<file path="config.mk">
export PLATFORM = sky130hd
export DESIGN_NAME = multdiv_sequencer_flat
export DESIGN_NICKNAME = d
export VERILOG_FILES = /design/src/rtl/multdiv_sequencer_if.sv /design/src/rtl/multdiv_sequencer.sv /design/src/flat_wrapper.sv
export SDC_FILE = /design/constraint.sdc
export NUM_CORES = 1
export LEC_CHECK = 0
export ABC_AREA = 1
export BUFFER_PORTS_ARGS = -buffer_cell sky130_fd_sc_hd__buf_2
export CAP_MARGIN = 10
export CORE_MARGIN = 5
export CORE_UTILIZATION = 54
export DETAILED_ROUTE_END_ITERATION = 10
export GPL_ROUTABILITY_DRIVEN = 0
export HOLD_SLACK_MARGIN = 0.08
export MAX_ROUTING_LAYER = met4
export PLACE_DENSITY = 0.7
export RECOVER_POWER = 50
export SYNTH_ARGS = -nofsm -noshare
export SYNTH_HDL_FRONTEND = slang
export SYNTH_SLANG_ARGS = --single-unit
</file>
<file path="constraint.sdc">
create_clock -name clock -period 4.5 [get_ports clock]
set_input_delay 0.225 -clock clock [delete_from_list [all_inputs] [get_ports clock]]
set_output_delay 0.225 -clock clock [all_outputs]
set_load 0.02 [all_outputs]
</file>
<file path="src/rtl/multdiv_sequencer_if.sv">
// Bus between the multiply/divide sequencer and its environment:
// start pulses, operands, the counter's count/clear pair and the result strobe.
interface multdiv_sequencer_if;
  logic        ctrl_MULT;
  logic        ctrl_DIV;
  logic [31:0] data_operandA;
  logic [31:0] data_operandB;
  logic [4:0]  count;
  logic        counter_clear;
  logic [31:0] data_result;
  logic        data_exception;
  logic        data_resultRDY;
  logic [1:0]  dbg_state;

  // Start is a single-cycle pulse with no back-pressure; data_resultRDY is a
  // one-cycle strobe qualifying data_result/data_exception, with no ready return.
  modport master (
    output ctrl_MULT, ctrl_DIV, data_operandA, data_operandB, count,
    input  counter_clear, data_result, data_exception, data_resultRDY, dbg_state
  );

  modport slave (
    input  ctrl_MULT, ctrl_DIV, data_operandA, data_operandB, count,
    output counter_clear, data_result, data_exception, data_resultRDY, dbg_state
  );
endinterface

</file>
<file path="src/rtl/multdiv_sequencer.sv">
// Booth multiply / restoring divide iteration engine, one step per clock.
// Define MULTDIV_EARLY_DIV0_EN to finish a divide-by-zero in the start cycle.
module multdiv_sequencer #(
  parameter bit MULT_PRIORITY = 1'b1
) (
  input logic               clock,
  input logic               reset,
  multdiv_sequencer_if.slave bus
);

  typedef enum logic [1:0] {
    IDLE = 2'd0,
    MULT = 2'd1,
    DIV  = 2'd2,
    DONE = 2'd3
  } state_t;

  state_t      state, state_n;
  logic [31:0] acc;        // Booth A, or divide partial remainder
  logic [31:0] q;          // Booth Q, or dividend/quotient shift register
  logic        qm1;
  logic [31:0] m;          // multiplicand, or divisor magnitude
  logic        neg_q;
  logic        b_zero;
  logic        iter_seen;
  logic [31:0] result_q;
  logic        exc_q;

  logic        start, pick_mult, last_iter, early_div0;
  logic [31:0] op_a_mag, op_b_mag;
  logic [32:0] booth_sum;
  logic [31:0] mul_acc_n, mul_q_n;
  logic        mul_exc;
  logic [32:0] div_shift, div_diff;
  logic [31:0] div_r_n, div_q_n, div_quot;

  assign start     = bus.ctrl_MULT | bus.ctrl_DIV;
  assign pick_mult = bus.ctrl_MULT & (MULT_PRIORITY | ~bus.ctrl_DIV);
  assign last_iter = iter_seen && (bus.count == 5'd31);
  assign op_a_mag  = bus.data_operandA[31] ? -bus.data_operandA : bus.data_operandA;
  assign op_b_mag  = bus.data_operandB[31] ? -bus.data_operandB : bus.data_operandB;

`ifdef MULTDIV_EARLY_DIV0_EN
  assign early_div0 = start & ~pick_mult & (bus.data_operandB == 32'd0);
`else
  assign early_div0 = 1'b0;
`endif

  // A is widened to 33 bits for the add so that a 0x80000000 multiplicand
  // cannot overflow; the shifted result always fits back into 32 bits.
  always_comb begin
    booth_sum = {acc[31], acc};
    case ({q[0], qm1})
      2'b01:   booth_sum = {acc[31], acc} + {m[31], m};
      2'b10:   booth_sum = {acc[31], acc} - {m[31], m};
      default: booth_sum = {acc[31], acc};
    endcase
  end

  assign mul_acc_n = booth_sum[32:1];
  assign mul_q_n   = {booth_sum[0], q[31:1]};
  assign mul_exc   = (mul_acc_n != {32{mul_q_n[31]}});

  assign div_shift = {acc, q[31]};
  assign div_diff  = div_shift - {1'b0, m};
  assign div_r_n   = div_diff[32] ? div_shift[31:0] : div_diff[31:0];
  assign div_q_n   = {q[30:0], ~div_diff[32]};
  assign div_quot  = b_zero ? 32'd0 : (neg_q ? -div_q_n : div_q_n);

  // State register
  always_ff @(posedge clock or negedge reset) begin
    if (!reset) state <= IDLE;
    else        state <= state_n;
  end

  // Next-state logic; a start in any state restarts cleanly
  always_comb begin
    state_n = state;
    if (early_div0) begin
      state_n = DONE;
    end else if (start) begin
      state_n = pick_mult ? MULT : DIV;
    end else begin
      case (state)
        MULT, DIV: if (last_iter) state_n = DONE;
        DONE:      state_n = IDLE;
        default:   state_n = IDLE;
      endcase
    end
  end

  // Output logic
  always_comb begin
    bus.counter_clear  = start | (state == IDLE) | (state == DONE);
    bus.data_resultRDY = (state == DONE);
    bus.data_result    = result_q;
    bus.data_exception = exc_q;
    bus.dbg_state      = state;
  end

  // Datapath and result registers
  always_ff @(posedge clock or negedge reset) begin
    if (!reset) begin
      acc       <= 32'd0;
      q         <= 32'd0;
      qm1       <= 1'b0;
      m         <= 32'd0;
      neg_q     <= 1'b0;
      b_zero    <= 1'b0;
      iter_seen <= 1'b0;
      result_q  <= 32'd0;
      exc_q     <= 1'b0;
    end else if (start) begin
      acc       <= 32'd0;
      qm1       <= 1'b0;
      iter_seen <= 1'b0;
      neg_q     <= bus.data_operandA[31] ^ bus.data_operandB[31];
      b_zero    <= (bus.data_operandB == 32'd0);
      if (pick_mult) begin
        q <= bus.data_operandB;
        m <= bus.data_operandA;
      end else begin
        q <= op_a_mag;
        m <= op_b_mag;
      end
      if (early_div0) begin
        result_q <= 32'd0;
        exc_q    <= 1'b1;
      end
    end else if (state == MULT) begin
      acc       <= mul_acc_n;
      q         <= mul_q_n;
      qm1       <= q[0];
      iter_seen <= 1'b1;
      if (last_iter) begin
        result_q <= mul_q_n;
        exc_q    <= mul_exc;
      end
    end else if (state == DIV) begin
      acc       <= div_r_n;
      q         <= div_q_n;
      iter_seen <= 1'b1;
      if (last_iter) begin
        result_q <= div_quot;
        exc_q    <= b_zero;
      end
    end
  end

endmodule
</file>
<file path="src/flat_wrapper.sv">
// flat-port wrapper written by rule: the top's interface ports become plain ports
module multdiv_sequencer_flat 
#(
  parameter bit MULT_PRIORITY = 1'b1
)
  (clock, reset, bus_ctrl_MULT, bus_ctrl_DIV, bus_data_operandA, bus_data_operandB, bus_count, bus_counter_clear, bus_data_result, bus_data_exception, bus_data_resultRDY, bus_dbg_state);
  multdiv_sequencer_if bus_i ();
  input logic clock;
  input logic reset;
  input wire logic [$bits(bus_i.ctrl_MULT)-1:0] bus_ctrl_MULT;
  input wire logic [$bits(bus_i.ctrl_DIV)-1:0] bus_ctrl_DIV;
  input wire logic [$bits(bus_i.data_operandA)-1:0] bus_data_operandA;
  input wire logic [$bits(bus_i.data_operandB)-1:0] bus_data_operandB;
  input wire logic [$bits(bus_i.count)-1:0] bus_count;
  output wire logic [$bits(bus_i.counter_clear)-1:0] bus_counter_clear;
  output wire logic [$bits(bus_i.data_result)-1:0] bus_data_result;
  output wire logic [$bits(bus_i.data_exception)-1:0] bus_data_exception;
  output wire logic [$bits(bus_i.data_resultRDY)-1:0] bus_data_resultRDY;
  output wire logic [$bits(bus_i.dbg_state)-1:0] bus_dbg_state;
  assign bus_i.ctrl_MULT = bus_ctrl_MULT;
  assign bus_i.ctrl_DIV = bus_ctrl_DIV;
  assign bus_i.data_operandA = bus_data_operandA;
  assign bus_i.data_operandB = bus_data_operandB;
  assign bus_i.count = bus_count;
  assign bus_counter_clear = bus_i.counter_clear;
  assign bus_data_result = bus_i.data_result;
  assign bus_data_exception = bus_i.data_exception;
  assign bus_data_resultRDY = bus_i.data_resultRDY;
  assign bus_dbg_state = bus_i.dbg_state;
  multdiv_sequencer #(.MULT_PRIORITY(MULT_PRIORITY)) u_core (.clock(clock), .reset(reset), .bus(bus_i));
endmodule
</file>
### Yosys cells after proc, flatten, opt, wreduce, memory -nomap -nowiden

Cells that the tools add are included.

| cells by class | value |
|---|---|
| add/sub/neg operators | 6 |
| equal/unequal tests | 8 |
| multiplexer cells | 31 |
| bitwise operators | 6 |
| reductions and logical operators | 8 |

Operators with widths:

| cell | number |
|---|---|
| $mux W32 | 17 |
| $neg A32 Y32 | 3 |
| $pmux W33 S2 | 1 |
| $add A32 B32 Y33 | 1 |
| $sub A32 B32 Y33 | 1 |
| $sub A33 B32 Y33 | 1 |
| $logic_not A32 Y1 | 1 |
| $ne A32 B32 Y1 | 1 |
| $mux W1 | 9 |
| $mux W2 | 4 |
| $eq A2 B2 Y1 const B | 3 |
| $eq A5 B5 Y1 const B | 1 |
| $eq A2 B1 Y1 const B | 2 |
| $reduce_bool A2 Y1 | 2 |
| $ne A3 B1 Y1 const B | 1 |
| $or A1 B1 Y1 | 3 |
| $reduce_and A3 Y1 | 1 |
| $reduce_bool A3 Y1 | 1 |
| $logic_not A2 Y1 | 1 |
| $not A1 Y1 | 2 |
| $reduce_or A2 Y1 | 1 |
| $logic_and A1 B1 Y1 | 1 |
| $xor A1 B1 Y1 | 1 |

| word-level totals | value |
|---|---|
| flip-flop bits (word level) | 135 |
| input port bits | 73 |
| output and inout port bits | 37 |
| logic and storage cells | 69 |

### Longest topological paths before layout

| logic depth | value |
|---|---|
| depth after elaboration | 8 |
| mapped depth | 34 |
| depth with buffers taken out | 34 |

### Worst setup path after synthesis

No wires, ideal clock.

| path | value |
|---|---|
| path type | register -> register |
| start | register u_core.m[1] |
| end | register u_core.exc_q (netlist: u_core.bus.data_exception) |
| setup time | 116 ps |
| arrival time | 3,391 ps |
| required time | 4,384 ps |
| setup slack | 993 ps |
| stages on the path, launching flop included | 31 |
| buffers on the path | 0 |
| period minus slack after synthesis | 3,507 ps |
| cells stage by stage | dfrtp_1 -> inv_1 -> nand4_1 -> nor3_2 -> nand4_1 -> nor2_2 -> nand4_1 -> nor2_1 -> nand3_1 -> nand2_1 -> o21ai_1 -> xor2_1 -> inv_1 -> ha_1 -> nand2_1 -> nor2_1 -> inv_1 -> nor3_1 -> nand2_1 -> nand2_1 -> nand2_1 -> nand3_1 -> nand2_1 -> nand2_1 -> nand2_1 -> nand2_1 -> nand2_1 -> nor2_1 -> nand2_1 -> nand2_1 -> nand2_1 |

| between the ends | value |
|---|---|
| word-level cells in the longest chain between the ends | 5 |
| elaborated cells between the ends (all ways) | 6 |
| those cells by class | 2 x add/sub; 1 x eq/ne; 3 x mux |

RTL lines:

| item | RTL line | source |
|---|---|---|
| from (decl) | multdiv_sequencer.sv:22 | `logic [31:0] m;` |
| from (signal assigned) | multdiv_sequencer.sv:121 | `m <= bus.data_operandA;` |
| from (signal assigned) | multdiv_sequencer.sv:124 | `m <= op_b_mag;` |
| $sub A32 B32 Y33 / $add A32 B32 Y33 (equally long branches) | multdiv_sequencer.sv:55, multdiv_sequencer.sv:54 |  |
| $pmux W33 S2 (*) | multdiv_sequencer.sv:53 | `case ({q[0], qm1})` |
| $ne A32 B32 Y1 (*) | multdiv_sequencer.sv:62 | `assign mul_exc = (mul_acc_n != {32{mul_q_n[31]}});` |
| $mux W1 (*) | multdiv_sequencer.sv:135 | `if (last_iter) begin` |
| $mux W1 (*) | multdiv_sequencer.sv:130 | `end else if (state == MULT) begin` |
| to (signal assigned) | multdiv_sequencer.sv:137 | `exc_q <= mul_exc;` |
| to (signal assigned) | multdiv_sequencer.sv:145 | `exc_q <= b_zero;` |
| to (decl) | multdiv_sequencer.sv:27 | `logic exc_q;` |

Mark *: on every way between the ends. The rest lies on a longest branch, timed or not. The select of a mux whose other input is x is not followed.
A chain may end at the register's enable or synchronous reset.

### Worst setup path after layout

| path | value |
|---|---|
| start | register u_core.m[2] |
| end | register u_core.exc_q (netlist: u_core.bus.data_exception) |

The elaborated chain is that of the path after synthesis.

==> flow_metrics.py <==
metrics = {
    "outcome": {
        "outcome": "finished, violations left",
        "violations": "capacitance limit, slew limit",
    },
    "critical_path": {
        "r2r_cells": 28,
        "cp.required_ns": 4.83,
        "endpoint_kind": "register",
        "crit_path_start_kind": "register",
        "cp_max_fo": 5,
        "path_class": "reg -> reg",
        "slowest_stage": "dfrtp_1",
        "crit_arrival_ns": 4.55,
        "critPathMostFrequentCell": "nand2_1",
        "cp-startpoint": "u_core.m[2]",
        "reg2reg_to": "u_core.bus.data_exception",
        "max_stage_delay_ns": 0.41,
        "r2r_slack_ns": 0.28,
        "worstReg2RegStart": "u_core.m[2]",
    },
    "finish": {
        "nets": 2732,
        "fill_cells": 2757,
        "fin_area_sq_um": 16800,
        "final_cells": 2975,
        "diodes": 0,
        "layout-drive-gt1-share_pct": 9.24,
        "area_growth_pct": 11.6,
    },
    "yosys": {
        "syn-num-nets": 2661,
        "ys_ff_latch": 135,
        "synth_top_area_share_pct": 22.4,
        "ys_seq_area_share_pct": 22.4,
        "synthFlopType": "dfrtp_1",
        "ys_warn_count": 0,
        "async_reset_ff_share_pct": 100,
        "avgSynthCellArea_sq_um": 5.99,
        "yosys.cell_types.count": 58,
        "syn_inst": 2514,
        "synth_area_leaders": "dfrtp_1, nand2_1, inv_1",
        "syn_area_sq_um": 15100,
        "yosys.area.top_type": "dfrtp_1",
        "synth-edff-count": 0,
    },
    "power": {
        "peakVddDrop_mv": 0.308,
        "cellPowerDensity_nw_per_um2": 335,
        "total_power_mw": 5.64,
        "leakage_nw": 8.48,
    },
    "place": {
        "io_buffer_count": 109,
        "hpwlAfterDp_um": 43700,
        "dp_cells": 2933,
        "placed_cell_area_sq_um": 15900,
    },
    "floorplanning": {
        "die_h_um": 177,
        "dieArea_sq_um": 31300,
        "die_w_um": 177,
        "io_pins": 110,
        "core_area_sq_um": 27600,
        "start_util_pct": 54.5,
        "fp-row-count": 61,
    },
    "grt": {
        "grt_overflow": 0,
        "grt_pass1_vias": 16400,
        "grt_max_degree": 97,
        "track_usage_pct": 36.4,
        "grt_pass1_wl_um": 87500,
        "antenna_found_initial": 0,
    },
    "min_path": {
        "min_to": "u_core.m[17]",
        "hold_path_depth": 3,
        "min_from": "bus_data_operandA[17]",
        "hold_path_class": "in -> reg",
    },
    "route": {
        "drt_wl_total_um": 56700,
        "num_vias": 17600,
        "drt_iter0_drc": 2106,
        "ant_nets": 0,
        "post_drt_wl_per_cell_um": 19.1,
        "vias_per_cell": 5.91,
        "drc_errors": 0,
        "drt_pass1_iterations": 6,
    },
    "sta": {
        "fin_crit_ns": 4.22,
        "slew_viol_final": 205,
        "worst_slew_pin_slew_ns": 2.72,
        "fin_crit_sh_pct": 93.7,
        "finalHoldViolations": 0,
        "timing.fmax_ghz": 0.237,
        "fin_tns_setup_ns": 0,
        "relSlewSlack_pct": -81.6,
        "setup-violations-final": 0,
        "fin_skew_ns": 0.0124,
    },
    "cts": {
        "cts-root-buf": "clkbuf_16",
        "tritoncts": "yes",
        "clk_pin_slew_worst_paths_ns": 0.06,
        "cts.htree.levels": 4,
        "clk_path_buf_depth": 2,
        "cts_made_buffers": 17,
        "insertion_delay_ns": 0.44,
        "cts.sinks": 135,
    },
    "run": {
        "maxCapViolCount": 3,
    },
}
==> registers in the layout, indices dropped and copies added (netlist names) <==
signal and flops:
u_core.b_zero 1, u_core.q 32, u_core.m 32, u_core.qm1 1, u_core.bus.data_result 32, u_core.bus.data_exception 1
u_core.iter_seen 1, u_core.acc 32, u_core.bus.dbg_state 2, u_core.neg_q 1
==> cell usage after synthesis (all sizes together), types with 37 or more instances <==
| master | count |
|---|---|
| nor2 | 265 |
| clkbuf | 68 |
| o21ai | 172 |
| nor3 | 42 |
| nand2 | 669 |
| a21oi | 200 |
| nand4 | 37 |
| a31oi | 55 |
| nand3 | 198 |
| inv | 359 |
| ha | 72 |
| xor2 | 62 |
| dfrtp | 135 |
==> worst max-delay path, delay by kind of cell (launching register included) <==
family	cells	cell delay, ns
AND/OR/NAND/NOR	21	2.52
flip-flops	1	0.41
adder cells (fa/ha/maj)	1	0.37
buffers and inverters	3	0.34
AO/OA/AOI/OAI	2	0.30
XOR/XNOR	1	0.16
==> worst max-delay path by stage <==
stage	end	slack [ns]	cells past startpoint
2_1_floorplan	u_core.bus.data_exception	0.99	30
3_3_place_gp	u_core.bus.data_exception	0.32	29
3_5_place_dp	u_core.bus.data_exception	0.16	29
4_1_cts	u_core.bus.data_exception	0.16	29
5_1_grt	u_core.bus.data_exception	-0.1	32
6_report	u_core.bus.data_exception	0.28	28
==> metal layers <==
metal,part of all wire (%),vias to the layer above,GRT usage (%)
li1,-,8411,-
met1,39,8002,43.5
met2,46,943,58.5
met3,7.6,241,4.25
met4,7.7,0,23.0
met5,0,-,-
==> placed cells by master (no fill, tap or decap), drive strengths merged, types with 8 or more instances in the layout <==
| cell type | count |
|---|---|
| nand2 | 669 |
| inv | 363 |
| nor2 | 265 |
| a21oi | 200 |
| nand3 | 198 |
| o21ai | 172 |
| dfrtp | 135 |
| buf | 96 |
| ha | 72 |
| xor2 | 62 |
| clkbuf | 62 |
| a31oi | 55 |
| nor3 | 42 |
| nand4 | 37 |
| a22oi | 31 |
| o211ai | 20 |
| xnor2 | 15 |
| nand3b | 11 |
| nor4 | 10 |
| or2 | 10 |
| o21bai | 9 |
| o22ai | 8 |
==> stage by stage <==
stage	setup WS (ns)	hold slack, ns	util (%)
CTS	0.158	0.0941	60.0
floorplan	0.993	-0.0706	-
global placement	0.316	0.394	57.6
finish	0.282	0.0994	60.9
global route	-0.0953	0.103	60.9
detailed placement	0.164	0.405	57.6
==> timing repair <==
action	CTS	global route
setup buffers	0	8
endpoints found under the setup margin	0	7
gates resized for setup	0	62
hold buffers	3	0
hold endpoints to repair	97	0
==> report_power, final <==
part	total (mW)	leakage (nW)	switching, mW	internal (mW)
Combinational	2.50	6.44	1.71	0.791
Clock	1.61	0.314	0.607	1.00
Sequential	1.53	1.73	0.207	1.32
==> cell type report <==
cell class | instances | area, sq um | area share (%)
Timing Repair Buffer | 143 | 748 | 4.45
Multi-Input combinational cell | 1925 | 10200 | 60.6
Clock buffer | 18 | 439 | 2.61
Clock inverter | 13 | 218 | 1.29
Inverter | 363 | 1370 | 8.13
Tap cell | 378 | 473 | 2.81
Sequential cell | 135 | 3380 | 20.1
==> cells by family (layout without fill, tap and decap cells) <==
| logic type | Yosys count | in the layout | share of synthesized area, % |
|---|---|---|---|
| simple gates | 1248 | 1248 | 35.6 |
| compound gates | 526 | 526 | 19.8 |
| buf+inv | 454 | 537 | 11.5 |
| flops | 135 | 135 | 22.4 |
| xor+xnor | 77 | 77 | 4.48 |
| fa+ha+maj | 74 | 74 | 6.25 |
Note: power is estimated with default switching activity, not from simulation.
